**src/rtl/batpu_alu_pkg.sv**
```systemverilog
// batpu_alu_pkg: shared ALU opcode, self-test state and expected-result types.
package batpu_alu_pkg;
  typedef enum logic [2:0] {OP_ADD = 3'd0, OP_SUB, OP_NOR, OP_AND, OP_XOR, OP_RSH} alu_op_e;
  typedef enum logic [1:0] {ST_IDLE, ST_RUN, ST_DRAIN, ST_DONE} selftest_state_e;
  localparam logic [15:0] LFSR_TAPS = 16'hB400;
  localparam int NUM_DIRECTED = 96;
  typedef struct packed {
    logic [15:0] res;
    logic        carry;
    logic        zero;
  } alu_expect_t;
  function automatic logic [15:0] lfsr_next(input logic [15:0] s);
    return {1'b0, s[15:1]} ^ (s[0] ? LFSR_TAPS : 16'h0);
  endfunction
endpackage

```
**src/rtl/alu_model.sv**
```systemverilog
// alu_model: combinational golden ALU (result zero-extended to 16 bits, carry, zero).
module alu_model
  import batpu_alu_pkg::*;
#(
  parameter int WIDTH = 8
) (
  input  logic [WIDTH-1:0] a_i,
  input  logic [WIDTH-1:0] b_i,
  input  logic [2:0]       op_i,
  output alu_expect_t      exp_o
);
  logic [WIDTH:0]   sum, dif;
  logic [WIDTH-1:0] res;
  logic             carry;
  always_comb begin
    sum = {1'b0, a_i} + {1'b0, b_i};
    dif = {1'b0, a_i} + {1'b0, ~b_i} + (WIDTH+1)'(1);
    {carry, res} = {(WIDTH+1){1'b0}};
    case (alu_op_e'(op_i))
      OP_ADD: {carry, res} = sum;
      OP_SUB: {carry, res} = dif;
      OP_NOR: res = ~(a_i | b_i);
      OP_AND: res = a_i & b_i;
      OP_XOR: res = a_i ^ b_i;
      OP_RSH: res = a_i >> 1;
      default: ;
    endcase
  end
  assign exp_o = '{res: 16'(res), carry: carry, zero: (res == '0)};
endmodule

```
**src/rtl/alu_selftest.sv**
```systemverilog
// alu_selftest: directed + LFSR sweep stimulus/checker for an ALU with DUT_LATENCY result delay.
// Define ALU_SELFTEST_STOP_ON_FAIL_EN to end the run on the first mismatch.
module alu_selftest
  import batpu_alu_pkg::*;
#(
  parameter int          WIDTH       = 8,
  parameter int          NUM_RANDOM  = 64,
  parameter int          DUT_LATENCY = 0,
  parameter logic [15:0] SEED        = 16'hACE1
) (
  input  logic             clk,
  input  logic             async_rst,
  input  logic             clk_en,
  input  logic             start,
  output logic [WIDTH-1:0] dut_a,
  output logic [WIDTH-1:0] dut_b,
  output logic [2:0]       dut_op,
  input  logic [WIDTH-1:0] dut_res,
  input  logic             dut_carry,
  input  logic             dut_zero,
  output logic             busy,
  output logic             done,
  output logic             pass,
  output logic [15:0]      err_count,
  output logic [15:0]      first_fail
);
  localparam int TOTAL = NUM_DIRECTED + NUM_RANDOM;
  typedef struct packed {
    logic        vld;
    logic [15:0] idx;
    alu_expect_t exp;
  } chk_t;
  selftest_state_e  state_q, state_d;
  logic [16:0]      idx_q;
  logic [15:0]      lfsr_q;
  logic [2:0]       rop_q, drain_q, vec_op;
  logic [WIDTH-1:0] vec_a, vec_b;
  alu_expect_t      vec_exp;
  chk_t             pipe_q [0:DUT_LATENCY];
  chk_t             chk;
  logic             is_dir, last_issue, issue, restart, mism, stop;
  logic [15:0]      err_inc, err_next;
  function automatic logic [WIDTH-1:0] corner(input logic [1:0] s);
    return s == 2'd0 ? '0 : s == 2'd1 ? WIDTH'(1) : s == 2'd2 ? {1'b1, {(WIDTH-1){1'b0}}} : '1;
  endfunction
  assign is_dir     = idx_q < 17'(NUM_DIRECTED);
  assign last_issue = idx_q == 17'(TOTAL - 1);
  assign vec_a      = is_dir ? corner(idx_q[3:2]) : lfsr_q[WIDTH-1:0];
  assign vec_b      = is_dir ? corner(idx_q[1:0]) : lfsr_q[15 -: WIDTH];
  assign vec_op     = is_dir ? idx_q[6:4] : rop_q;
  alu_model #(.WIDTH(WIDTH)) u_model (.a_i(vec_a), .b_i(vec_b), .op_i(vec_op), .exp_o(vec_exp));
  assign chk      = pipe_q[DUT_LATENCY];
  assign mism     = chk.vld && (16'(dut_res) != chk.exp.res || dut_carry != chk.exp.carry ||
                                dut_zero != chk.exp.zero);
  assign err_inc  = err_count == 16'hFFFF ? err_count : err_count + 16'd1;
  assign err_next = mism ? err_inc : err_count;
`ifdef ALU_SELFTEST_STOP_ON_FAIL_EN
  assign stop = mism;
`else
  assign stop = 1'b0;
`endif
  assign issue   = state_q == ST_RUN && !stop;
  assign restart = start && (state_q == ST_IDLE || state_q == ST_DONE);
  always_ff @(posedge clk or posedge async_rst)
    if (async_rst) state_q <= ST_IDLE;
    else if (clk_en) state_q <= state_d;
  always_comb begin
    state_d = state_q;
    case (state_q)
      ST_IDLE, ST_DONE: state_d = start ? ST_RUN : state_q;
      ST_RUN:           state_d = last_issue ? ST_DRAIN : ST_RUN;
      ST_DRAIN:         state_d = drain_q == 3'(DUT_LATENCY) ? ST_DONE : ST_DRAIN;
      default:          state_d = ST_IDLE;
    endcase
    if (stop) state_d = ST_DONE;
  end
  always_comb begin
    busy = state_q == ST_RUN || state_q == ST_DRAIN;
    done = state_q == ST_DONE;
  end
  always_ff @(posedge clk or posedge async_rst)
    if (async_rst) begin
      idx_q      <= '0;
      lfsr_q     <= SEED;
      rop_q      <= '0;
      drain_q    <= '0;
      dut_a      <= '0;
      dut_b      <= '0;
      dut_op     <= '0;
      pass       <= 1'b0;
      err_count  <= '0;
      first_fail <= 16'hFFFF;
      for (int i = 0; i <= DUT_LATENCY; i++) pipe_q[i] <= '0;
    end else if (clk_en) begin
      if (restart) begin
        idx_q      <= '0;
        lfsr_q     <= SEED;
        rop_q      <= '0;
        pass       <= 1'b0;
        err_count  <= '0;
        first_fail <= 16'hFFFF;
      end
      if (issue) begin
        dut_a  <= vec_a;
        dut_b  <= vec_b;
        dut_op <= vec_op;
        idx_q  <= idx_q + 17'd1;
        if (!is_dir) begin
          lfsr_q <= lfsr_next(lfsr_q);
          rop_q  <= rop_q == 3'd5 ? 3'd0 : rop_q + 3'd1;
        end
      end
      drain_q   <= state_q == ST_DRAIN ? drain_q + 3'd1 : 3'd0;
      pipe_q[0] <= '{vld: issue, idx: idx_q[15:0], exp: vec_exp};
      for (int i = 1; i <= DUT_LATENCY; i++) pipe_q[i] <= stop ? '0 : pipe_q[i-1];
      if (mism) begin
        err_count <= err_inc;
        if (first_fail == 16'hFFFF) first_fail <= chk.idx;
      end
      // final check lands on the same edge as the DONE transition, so use err_next
      if (state_q != ST_DONE && state_d == ST_DONE) pass <= err_next == 16'd0;
    end
endmodule

```
**config.mk**
```make
export PLATFORM = sky130hd
export DESIGN_NAME = alu_selftest
export DESIGN_NICKNAME = d
export VERILOG_FILES = /design/src/rtl/batpu_alu_pkg.sv /design/src/rtl/alu_model.sv /design/src/rtl/alu_selftest.sv
export SDC_FILE = /design/constraint.sdc
export NUM_CORES = 1
export LEC_CHECK = 0
export BUFFER_PORTS_ARGS = -buffer_cell sky130_fd_sc_hd__clkbuf_2
export CAP_MARGIN = 20
export CORE_MARGIN = 5
export CORE_UTILIZATION = 45
export DETAILED_ROUTE_END_ITERATION = 10
export PLACE_DENSITY = 0.72
export SYNTH_ARGS = -nofsm -noshare
export SYNTH_HDL_FRONTEND = slang
export SYNTH_SLANG_ARGS = --single-unit
```
**constraint.sdc**
```tcl
create_clock -name clk -period 10.3 [get_ports clk]
set_input_delay 2.06 -clock clk [delete_from_list [all_inputs] [get_ports clk]]
set_output_delay 2.06 -clock clk [all_outputs]
set_load 0.01 [all_outputs]
```
==> results of run 1 <==
placed cells by master, fill, tap and decap left out, drive strengths merged, types with 11 or more instances in the layout:
cell / synthesis / routed
mux2: 23 / 23
nand3: 33 / 33
o22a: 16 / 16
o21ai: 76 / 76
xnor2: 21 / 21
clkbuf: 35 / 88
a21oi: 47 / 47
nand2: 102 / 102
mux2i: 11 / 11
nor2: 60 / 60
o31ai: 15 / 15
ha: 34 / 34
dfstp: 24 / 24
dfrtp: 96 / 96
inv: 35 / 36
nand4: 13 / 13
power groups by stage:
| stage | combinational, W | sequential (W) | clock [W] |
|---|---|---|---|
| CTS | 0.000495 | 0.000628 | 0.000600 |
| floorplan | 0.000327 | 0.000635 | 0 |
| detailed placement | 0.000488 | 0.000635 | 0 |
| finish | 0.000498 | 0.000628 | 0.000591 |
| global placement | 0.000481 | 0.000633 | 0 |
| global route | 0.000554 | 0.000640 | 0.000620 |
layout make-up:
class / count / area (um^2) / share of cell area [%]
multi-input combinational: 582 / 3751 / 45.89
sequential: 120 / 3033 / 37.10
clock buffer: 21 / 470.5 / 5.755
timing repair buffer: 73 / 400.4 / 4.898
tap: 211 / 264.0 / 3.230
inverter: 35 / 133.9 / 1.638
clock inverter: 11 / 121.4 / 1.485
flip-flops by register name, indices dropped and copies added (netlist names):
signal / count
rop_q: 3
dut_a: 8
dut_b: 8
first_fail: 16
chk: 27
idx_q: 17
pass: 1
state_q: 2
err_count: 16
lfsr_q: 16
drain_q: 3
dut_op: 3
routing by layer:
metal	wire, um	up-vias	part of all wire [%]
met1	8256	2881	46
met4	447	0	2.5
met5	0	-	0
li1	-	2905	-
met3	1283	43	7.1
met2	8055	245	45
critical path: stages (launching register included):
cell,delay [ns]
dfrtp_1,0.44
or4_4,0.62
or4_4,0.74
a21oi_1,0.47
inv_1,0.21
fa_1,0.51
a21o_1,0.20
a21o_1,0.19
a221o_1,0.31
nand2_1,0.07
o21ai_0,0.11
mux2i_1,0.15
a211oi_1,0.34
a21oi_1,0.11
per-stage QoR:
stage | hold slack [ns] | util (%)
2_1_floorplan | 0.4478 | -
5_1_grt | 0.5018 | 53.37
3_3_place_gp | 0.4638 | 49.28
3_5_place_dp | 0.4700 | 49.28
4_1_cts | 0.4822 | 53.15
6_report | 0.4734 | 53.37
logic make-up (layout without fill, tap and decap cells):
group / after synthesis / count (layout) / share of synthesized area [%]
and+or+nand+nor: 270 / 270 / 18.15
AOI/OAI and AO/OA: 215 / 215 / 19.47
DFF: 120 / 120 / 42.80
buffers and inverters: 79 / 140 / 4.467
adders and majority gates: 36 / 36 / 6.568
muxes: 34 / 34 / 5.208
xor gates and xnor gates: 27 / 27 / 3.337
worst max path at each step:
stage,start,endpoint,slack [ns],cells past startpoint
2_1_floorplan,async_rst,chk[0],5.09,1
3_3_place_gp,clk_en,err_count[8],5.49,5
3_5_place_dp,clk_en,err_count[6],5.42,5
4_1_cts,idx_q[12],chk[8],5.66,13
5_1_grt,idx_q[12],chk[8],5.39,13
6_report,idx_q[12],chk[8],5.66,13
==> key figures, run 1 <==
Hold path
  • HP Class: reg2reg
  • Worst hold path cell count: 2
  • Hold Crit Endpoint: dut_b[4]
  • HP Start: dut_b[4]

Final layout
  • Fill cells: 1,408
  • Final instance area: 0.008174 mm^2
  • Nets: 879
  • Number of standard cells in the final layout excluding fillers: 1,053
  • Layout area overhead: 15.34%
  • Layout cells sized above 1: 19.60%
  • Ant. Diodes: 0

Drt
  • Vias per cell: 5.768
  • Avg WL per Cell: 17.13 um
  • Detailed-route via count: 6,074
  • Post-route ant nets: 0
  • First-pass DRT Iterations: 6
  • 1st-iter DRT viols: 794
  • Final WL: 18.04 mm
  • DRC Markers: 0

Synthesis
  • Cells after Synth: 781
  • Yosys warns: 0
  • Yosys reg bits: 120
  • Post-synth ARST share: 100.0%
  • Register area share after synthesis: 42.80%
  • Synth top area cells: dfrtp_1, dfstp_2, ha_1
  • Yosys top cell area share: 33.90%
  • Cell variety after synth: 66
  • Area leader, netlist: dfrtp_1
  • Top post-synthesis cells by count: nand2_1, dfrtp_1, o21ai_0
  • Mean Syn Cell Area: 9.074 um^2
  • Count leader, synth: nand2_1
  • Number of flops mapped to enable cells by yosys: 0
  • Ys flop type: dfrtp_1
  • Mapped Nets: 831
  • Post-Syn Area: 0.007087 mm^2

Clocking
  • PostCTS Resize Cnt: 0
  • Clock Path Buffers: 2
  • CTS sink cnt: 120
  • CTS HTree Levels: 4
  • Reg clk slew, reported paths: 0.06 ns
  • Num CTS Buffers: 17
  • CTS Root Cell: clkbuf_16
  • Hold_buf cts: 0
  • CTS tree: built
  • Clk_lat worst skew: 0.42 ns
  • Setup Buffers After CTS: 0

STA
  • Fin Clk Skew: 0.007216 ns
  • Slew margin rel.: 30.37%
  • Final Hold Vio Count: 0
  • F_max: 215.4 MHz
  • Min Tclk post-route: 4.642 ns
  • Tcrit/Tclk final: 45.07%
  • RSZ-0062 raised after global routing: false
  • Post-Route Setup TNS: 0 ns
  • Final setup fails: 0
  • Setup slack after layout: 5.658 ns
  • Final Slew Violations: 0
  • Worst Max-Slew Pin Slew: 1.044 ns

Outcome
  • Status: completed

Job
  • # Max-Cap Violations: 0

Floorplan
  • IO Pins: 68
  • Row cnt: 45
  • Initial Util: 46.27%
  • Die Height: 135.5 um
  • Core area: 0.01531 mm^2
  • Die Wd: 135.5 um
  • Die area: 0.01836 mm^2

Setup path
  • Worst-path fanout max: 34
  • Worst-case reg-to-reg path depth: 13
  • Worst path required time: 10.55 ns
  • Worst Path Arrival: 4.89 ns
  • Reg2Reg Setup Slack: 5.66 ns
  • Critical path endpoint category: flip-flop
  • Startpoint Class: flip-flop
  • Setup CP Type: reg2reg
  • Worst reg2reg startpoint: idx_q[12]
  • RR Endpoint: chk[8]

Power and ir drop
  • Lkg Pwr: 3.739 nW
  • NetSw: 0.0005813 W
  • Int Pwr: 0.001136 W
  • Clock power share: 34.4%
  • Worst vdd ir: 0.1075 mV
  • Sw Ratio: 33.85%
  • PwrDens: 210.1 mW/mm^2
  • Combinational power share: 29.0%
  • Overall power: 0.001717 W
  • Reg power frac: 36.5%

Place
  • Port Buffer Count: 67
  • GPL Wtd Cong: 0.9117
  • DP HPWL: 12.46 mm
  • Pre-CTS WS: 5.423 ns
  • Placed cell area: 0.007547 mm^2
  • Placed Cells: 1,019

Global route
  • Overall Global Routing Usage: 20.01%
  • Met1 Use GR: 28.30%
  • Routing usage on met2: 29.92%
  • Grt ovf: 0
  • Largest net degree at the start of global routing: 68
  • Initial antenna violation count: 0
  • Vias in the first global route: 5,674
  • First-pass GRT wire length: 29.55 mm
  • GR Layer Usage met3: 4.569%
  • Busiest grt layer: met2
No activity file was read; power rests on OpenSTA's default activity.
==> run 2, diff against run 1 <==
--- a/config.mk
+++ b/config.mk
@@ -10,7 +10,7 @@
 export CORE_MARGIN = 5
 export CORE_UTILIZATION = 45
 export DETAILED_ROUTE_END_ITERATION = 10
-export PLACE_DENSITY = 0.72
+export PLACE_DENSITY = 0.75
 export SYNTH_ARGS = -nofsm -noshare
 export SYNTH_HDL_FRONTEND = slang
 export SYNTH_SLANG_ARGS = --single-unit
==> constraint.sdc (replaced) <==
create_clock -name clk -period 3.75 [get_ports clk]
set_input_delay 0.75 -clock clk [delete_from_list [all_inputs] [get_ports clk]]
set_output_delay 0.75 -clock clk [all_outputs]
set_load 0.01 [all_outputs]
==> run 2 against run 1 <==
Compared with the run above: wire length increased by 12%; critical endpoint is now chk[0]; final area increased by 11%; the run now ends with negative setup slack left; critical path type unchanged; utilization increased by 5.8 points; global-route usage increased by 1.4 points; die area unchanged; count of clock-buffer cells in the layout increased by 3.
==> key figures, run 2 (same netlist as run 1, synthesis figures left out) <==
Global route
  • Met1 Use GR: 28.81% (+0.51 points)
  • Routing usage on met2: 34.40% (+4.5 points)
  • First-pass GRT wire length: 31.71 mm (+7.3%)
  • Largest net degree at the start of global routing: 121 (+78%)
  • Grt ovf: 0 (unchanged)
  • Overall Global Routing Usage: 21.38% (+1.4 points)
  • Vias in the first global route: 6,367 (+12%)
  • Busiest grt layer: met2
  • GR Layer Usage met3: 4.123% (-0.45 points)
  • Initial antenna violation count: 0 (unchanged)

Clocking
  • CTS tree: built
  • Clk_lat worst skew: 0.42 ns (about the same)
  • Reg clk slew, reported paths: 0.06 ns (about the same)
  • CTS sink cnt: 120 (unchanged)
  • CTS HTree Levels: 4 (unchanged)
  • Num CTS Buffers: 17 (unchanged)
  • CTS Root Cell: clkbuf_16
  • Clock Path Buffers: 2 (unchanged)

Drt
  • DRC Markers: 0 (unchanged)
  • First-pass DRT Iterations: 5 (-1)
  • Post-route ant nets: 0 (unchanged)
  • Detailed-route via count: 6,594 (+8.6%)
  • Vias per cell: 5.856 (+1.5%)
  • 1st-iter DRT viols: 798 (+0.50%)
  • Final WL: 20.30 mm (+12%)
  • Avg WL per Cell: 18.02 um (+5.2%)

Setup path
  • Worst-case reg-to-reg path depth: 14 (+1)
  • Critical path depth: 14 (+1)
  • Slowest stage delay, CP: 0.62 ns (-0.12 ns)
  • Setup CP Type: reg2reg
  • Worst-path fanout max: 6 (-82%)
  • Startpoint Class: flip-flop
  • Worst path required time: 4.06 ns (-6.49 ns)
  • CP cell instances: or4_4 > or4_4 > buf_4 > nor3_2 > buf_4 > a21oi_4 > inv_2 > ha_4 > fa_1 > o31ai_1 > a221oi_1 > o211ai_1 > nor4_2 > a41o_1
  • CP Buf/Inv Count: 3 (+2)
  • Slowest cell on crit path: or4_4
  • Cell family with the largest share of critical-path delay: simple AND/OR/NAND/NOR gates
  • Critical path endpoint category: flip-flop
  • Worst Path Arrival: 4.21 ns (-0.68 ns)

Place
  • Placed Cells: 1,078 (+5.8%)
  • Port Buffer Count: 67 (unchanged)
  • DP HPWL: 13.24 mm (+6.2%)
  • Placed cell area: 0.008038 mm^2 (+6.5%)
  • GPL Wtd Cong: 0.9491 (+4.1%)

STA
  • F_max: 256.6 MHz (+19%)
  • Final setup fails: 4 (+4)
  • RSZ-0062 raised after global routing: true
  • Final Hold Vio Count: 0 (unchanged)
  • Min Tclk post-route: 3.897 ns (-0.7449 ns)
  • Hold WS: 0.4578 ns (-0.01564 ns)
  • Fin Clk Skew: 0.007363 ns (+0.0001479 ns)
  • Worst Max-Slew Pin Slew: 0.8071 ns (-0.2374 ns)
  • Tcrit/Tclk final: 103.9% (+59 points)
  • Setup slack after layout: -0.1471 ns (-5.805 ns)
  • Slew margin rel.: 45.99% (+16 points)
  • Final Slew Violations: 0 (unchanged)

Final layout
  • Number of standard cells in the final layout excluding fillers: 1,126 (+6.9%)
  • Layout cells sized above 1: 30.49% (+11 points)
  • Largest register FFs: 27 (unchanged)
  • Ant. Diodes: 0 (unchanged)
  • Nets: 952 (+8.3%)
  • Layout area overhead: 27.86%
  • Util after Layout: 59.17% (+5.8 points)
  • Final instance area: 0.009061 mm^2 (+11%)
  • Commonest non-fill, non-tap cells in the layout: nand2_1, dfrtp_1, buf_4, o21ai_0, clkbuf_2
  • Most common cell after layout, fill and taps aside: nand2_1

Power and ir drop
  • PwrDens: 556.8 mW/mm^2 (+170%)
  • Worst vdd ir: 0.3336 mV (+210%)
  • Lkg Pwr: 4.124 nW (+10%)

Outcome
  • Failing checks: negative setup slack
  • Status: finished, violations left

Floorplan
  • Die Wd: 135.5 um (unchanged)
  • Die Height: 135.5 um (unchanged)
  • IO Pins: 68 (unchanged)
  • Initial Util: 46.27% (unchanged)
  • Core area: 0.01531 mm^2 (unchanged)
  • Row cnt: 45 (unchanged)
  • Die area: 0.01836 mm^2 (unchanged)

Job
  • # Max-Cap Violations: 0 (unchanged)

Hold path
  • HP Class: in2async
run 2: changes by cell type in the layout (fill, tap and decap cells not counted), sizes merged:
cell	change
clkinv	+2
buf	+73
clkinvlp	-3
inv	-2
clkbuf	+3
run 2: cell type report:
| cell class | count | area (um^2) |
|---|---|---|
| Fill cell | 1236 | 6254 |
| Multi-Input combinational cell | 582 | 4105 |
| Sequential cell | 120 | 3033 |
| Timing Repair Buffer | 146 | 955.9 |
| Clock buffer | 24 | 471.7 |
| Tap cell | 211 | 264.0 |
| Inverter | 35 | 135.1 |
| Clock inverter | 8 | 96.34 |
run 2: path summary, 6_finish.rpt:
check                           from  endpoint  slack [ns]
min reg2reg                 dut_b[6]  dut_b[6]        0.48
max reg2reg                 idx_q[9]    chk[0]       -0.15
max                         idx_q[9]    chk[0]       -0.15
min in group clk            dut_b[6]  dut_b[6]        0.48
min                        async_rst  dut_b[6]        0.46
max in group asynchronous  async_rst  dut_b[4]        2.76
run 2: per-layer routing:
metal	part of all wire, %	vias to the layer above
li1	-	3050
met1	43	3194
met2	47	292
met3	6.4	58
met4	2.8	0
met5	0	-
run 2: repair_timing:
| item | CTS | global route |
|---|---|---|
| endpoints found under the setup margin | 4 | 7 |
| hold buffers | 0 | 0 |
| setup buffers | 8 | 8 |
| pin swaps | 18 | 18 |
| gates resized for setup | 34 | 33 |
| cloned | 0 | 0 |
run 2: report_power, final:
part / switching [W] / leakage (nW) / internal (W)
combinational: 0.000956 / 2.28 / 0.000777
clock: 0.000579 / 0.278 / 0.00101
sequential: 0.000192 / 1.56 / 0.00153
run 2: tightest hold or removal path, delay by kind of cell:
| family | cells | cell delay (ns) |
|---|---|---|
| buffers and inverters | 3 | 0.59 |
run 2: stage by stage:
stage	setup TNS (ns)	power (W)	setup WS (ns)
finish	-0.3253	0.005045	-0.1471
global route	-0.7873	0.005314	-0.1868
CTS	-0.003071	0.004897	-0.003071
detailed placement	-0.6601	0.003226	-0.1888
global placement	-0.2467	0.003177	-0.1014
floorplan	-1.238	0.002667	-0.3845
==> run 3, diff against run 2 <==
--- a/config.mk
+++ b/config.mk
@@ -8,9 +8,9 @@
 export BUFFER_PORTS_ARGS = -buffer_cell sky130_fd_sc_hd__clkbuf_2
 export CAP_MARGIN = 20
 export CORE_MARGIN = 5
-export CORE_UTILIZATION = 45
+export CORE_UTILIZATION = 54
 export DETAILED_ROUTE_END_ITERATION = 10
-export PLACE_DENSITY = 0.75
+export PLACE_DENSITY = 0.86
 export SYNTH_ARGS = -nofsm -noshare
 export SYNTH_HDL_FRONTEND = slang
 export SYNTH_SLANG_ARGS = --single-unit
==> constraint.sdc (replaced) <==
create_clock -name clk -period 3.75 [get_ports clk]
set_input_delay 0.9375 -clock clk [delete_from_list [all_inputs] [get_ports clk]]
set_output_delay 0.9375 -clock clk [all_outputs]
set_load 0.01 [all_outputs]
==> run 3 against run 2 <==
Compared with the run above: the run still ends with negative setup slack left; die area fell by 15%; register-to-register slack improved by 0.03 ns; worst setup slack better by 0.028 ns; non-clock buffer count is 5 lower; clock skew hardly changed; total power up 1.5%; critical path type unchanged; critical endpoint unchanged.
==> key figures, run 3 (same netlist as run 1, synthesis figures left out) <==
Global route
  • Initial antenna violation count: 0 (unchanged)
  • First-pass GRT wire length: 31.78 mm (+0.24%)
  • Largest net degree at the start of global routing: 70 (-42%)
  • Vias in the first global route: 6,381 (+0.22%)
  • Grt ovf: 0 (unchanged)
  • Overall Global Routing Usage: 24.95% (+3.6 points)

Outcome
  • Status: finished, violations left
  • Failing checks: negative setup slack

Drt
  • Avg WL per Cell: 18.90 um (+4.8%)
  • Detailed-route via count: 6,737 (+2.2%)
  • 1st-iter DRT viols: 776 (-2.8%)
  • Post-route ant nets: 0 (unchanged)
  • DRC Markers: 0 (unchanged)
  • Final WL: 20.45 mm (+0.73%)
  • Vias per cell: 6.226 (+6.3%)
  • First-pass DRT Iterations: 6 (+1)

Floorplan
  • IO Pins: 68 (unchanged)
  • Die Wd: 124.6 um (-8.1%)
  • Core area: 0.01272 mm^2 (-17%)
  • Die area: 0.01552 mm^2 (-15%)
  • Row cnt: 41 (-8.9%)
  • Initial Util: 55.70% (+9.4 points)
  • Die Height: 124.6 um (-8.1%)

STA
  • Slew margin rel.: 42.33% (-3.7 points)
  • Final Slew Violations: 0 (unchanged)
  • Worst Max-Slew Pin Slew: 0.8577 ns (+0.05052 ns)
  • Setup slack after layout: -0.1189 ns (+0.02820 ns)
  • Post-Route Setup TNS: -0.3236 ns (+0.001624 ns)
  • Min Tclk post-route: 3.869 ns (-0.02820 ns)
  • Fin Clk Skew: 0.007617 ns (+0.0002532 ns)
  • F_max: 258.5 MHz (+0.73%)
  • Hold WS: 0.4783 ns (+0.02046 ns)
  • Tcrit/Tclk final: 103.2% (-0.75 points)
  • Final setup fails: 5 (+1)
  • RSZ-0062 raised after global routing: true
  • Final Hold Vio Count: 0 (unchanged)

Final layout
  • Fill cells: 903 (-27%)
  • Final instance area: 0.008937 mm^2 (-1.4%)
  • Nets: 947 (-0.53%)
  • Most common cell after layout, fill and taps aside: nand2_1
  • Layout cells sized above 1: 30.33% (-0.16 points)
  • Commonest non-fill, non-tap cells in the layout: nand2_1, dfrtp_1, o21ai_0, buf_4, clkbuf_2
  • Layout area overhead: 26.11%
  • Number of standard cells in the final layout excluding fillers: 1,082 (-3.9%)
  • Ant. Diodes: 0 (unchanged)
  • Largest register FFs: 27 (unchanged)

Setup path
  • Setup CP Type: reg2reg
  • Startpoint Class: flip-flop
  • Critical path endpoint category: flip-flop
  • Reg2Reg Setup Slack: -0.12 ns (+0.03 ns)
  • Slowest stage delay, CP: 0.58 ns (-0.04 ns)
  • Worst-path fanout max: 6 (unchanged)
  • Slowest cell on crit path: or4_4
  • Worst path required time: 4.12 ns (+0.06 ns)
  • Worst reg2reg startpoint: idx_q[9]
  • Worst Path Arrival: 4.24 ns (+0.03 ns)
  • Critical path origin: idx_q[9]
  • CP cell instances: or4_4 > or4_4 > buf_8 > a21oi_4 > inv_2 > ha_4 > fa_2 > a21o_1 > a21o_1 > a221o_1 > nand2_1 > o21ai_2 > mux2i_1 > a211oi_2 > a41o_1

Clocking
  • Clk_lat worst skew: 0.43 ns (about the same)
  • CTS sink cnt: 120 (unchanged)
  • Hold_buf cts: 0 (unchanged)
  • Clock Path Buffers: 2 (unchanged)
  • CTS tree: built
  • Num CTS Buffers: 17 (unchanged)
  • CTS Root Cell: clkbuf_16
  • Reg clk slew, reported paths: 0.06 ns (about the same)
  • CTS HTree Levels: 4 (unchanged)

Place
  • Port Buffer Count: 67 (unchanged)
  • Placed Cells: 1,043 (-3.2%)
  • Pre-CTS WS: -0.1341 ns (+0.05466 ns)
  • DP HPWL: 13.51 mm (+2.1%)
  • Placed cell area: 0.008019 mm^2 (-0.23%)
  • GPL Wtd Cong: 0.9799 (+3.2%)

Power and ir drop
  • Lkg Pwr: 4.113 nW (-0.27%)
  • Worst vdd ir: 0.3577 mV (+7.2%)
  • PwrDens: 573.2 mW/mm^2 (+2.9%)

Hold path
  • HP Class: reg2reg
  • HP Start: dut_a[2]

Job
  • # Max-Cap Violations: 0 (unchanged)
[run 3: cell types whose count changed in the layout (fill, tap and decap cells not counted), sizes merged]
cell / before / now
buf: 79 / 74
clkbuf: 91 / 84
clkinv: 5 / 3
clkinvlp: 2 / 4
inv: 34 / 41
[run 3: timing repair]
item                                    CTS  global route
pin swaps                                14             8
buffers inserted                          3             3
endpoints found under the setup margin    4             8
gates resized for setup                  28            27
[run 3: worst paths after layout]
path                                   to  cells after the start
max in group asynchronous  first_fail[13]                      3
min in group asynchronous       dut_op[0]                      2
hold / removal                   dut_a[2]                      2
setup reg to reg                   chk[0]                     15
setup / recovery                   chk[0]                     15
hold reg to reg                  dut_a[2]                      2
[run 3: layout make-up]
type / instances / area (um^2) / share of cell area (%)
clock inverter: 15 / 165.2 / 1.848
sequential: 120 / 3033 / 33.94
timing repair buffer: 141 / 918.4 / 10.28
tap: 172 / 215.2 / 2.408
clock buffer: 17 / 425.4 / 4.760
multi-input combinational: 582 / 4045 / 45.26
inverter: 35 / 135.1 / 1.512
[run 3: metrics by stage]
step / power [W] / utilization [%]
final: 0.005123 / 70.25
after detailed placement: 0.003274 / 63.03
after global placement: 0.003219 / 63.03
after floorplan: 0.002667 / -
after CTS: 0.004986 / 68.82
after global routing: 0.005359 / 70.25
[run 3: worst max-delay path, delay by kind of cell (launching register included)]
kind	cells	cell delay (ns)
flip-flops	1	0.38
buffers and inverters	2	0.26
AO/OA/AOI/OAI	7	1.29
adder cells (fa/ha/maj)	2	0.53
multiplexers	1	0.13
AND/OR/NAND/NOR	3	1.22
[run 3: routing by layer]
layer | vias up | routed length, um | GRT usage [%]
li1 | 3039 | - | -
met1 | 3205 | 8291 | 32.89
met2 | 404 | 9651 | 38.74
met3 | 89 | 1682 | 5.832
met4 | 0 | 820 | 12.19
met5 | - | 0 | 0
[run 3: power breakdown]
| group | internal [W] | switching, W | leakage, nW |
|---|---|---|---|
| registers | 0.00153 | 0.000194 | 1.56 |
| clock network | 0.000991 | 0.000647 | 0.283 |
| logic | 0.000791 | 0.000968 | 2.27 |
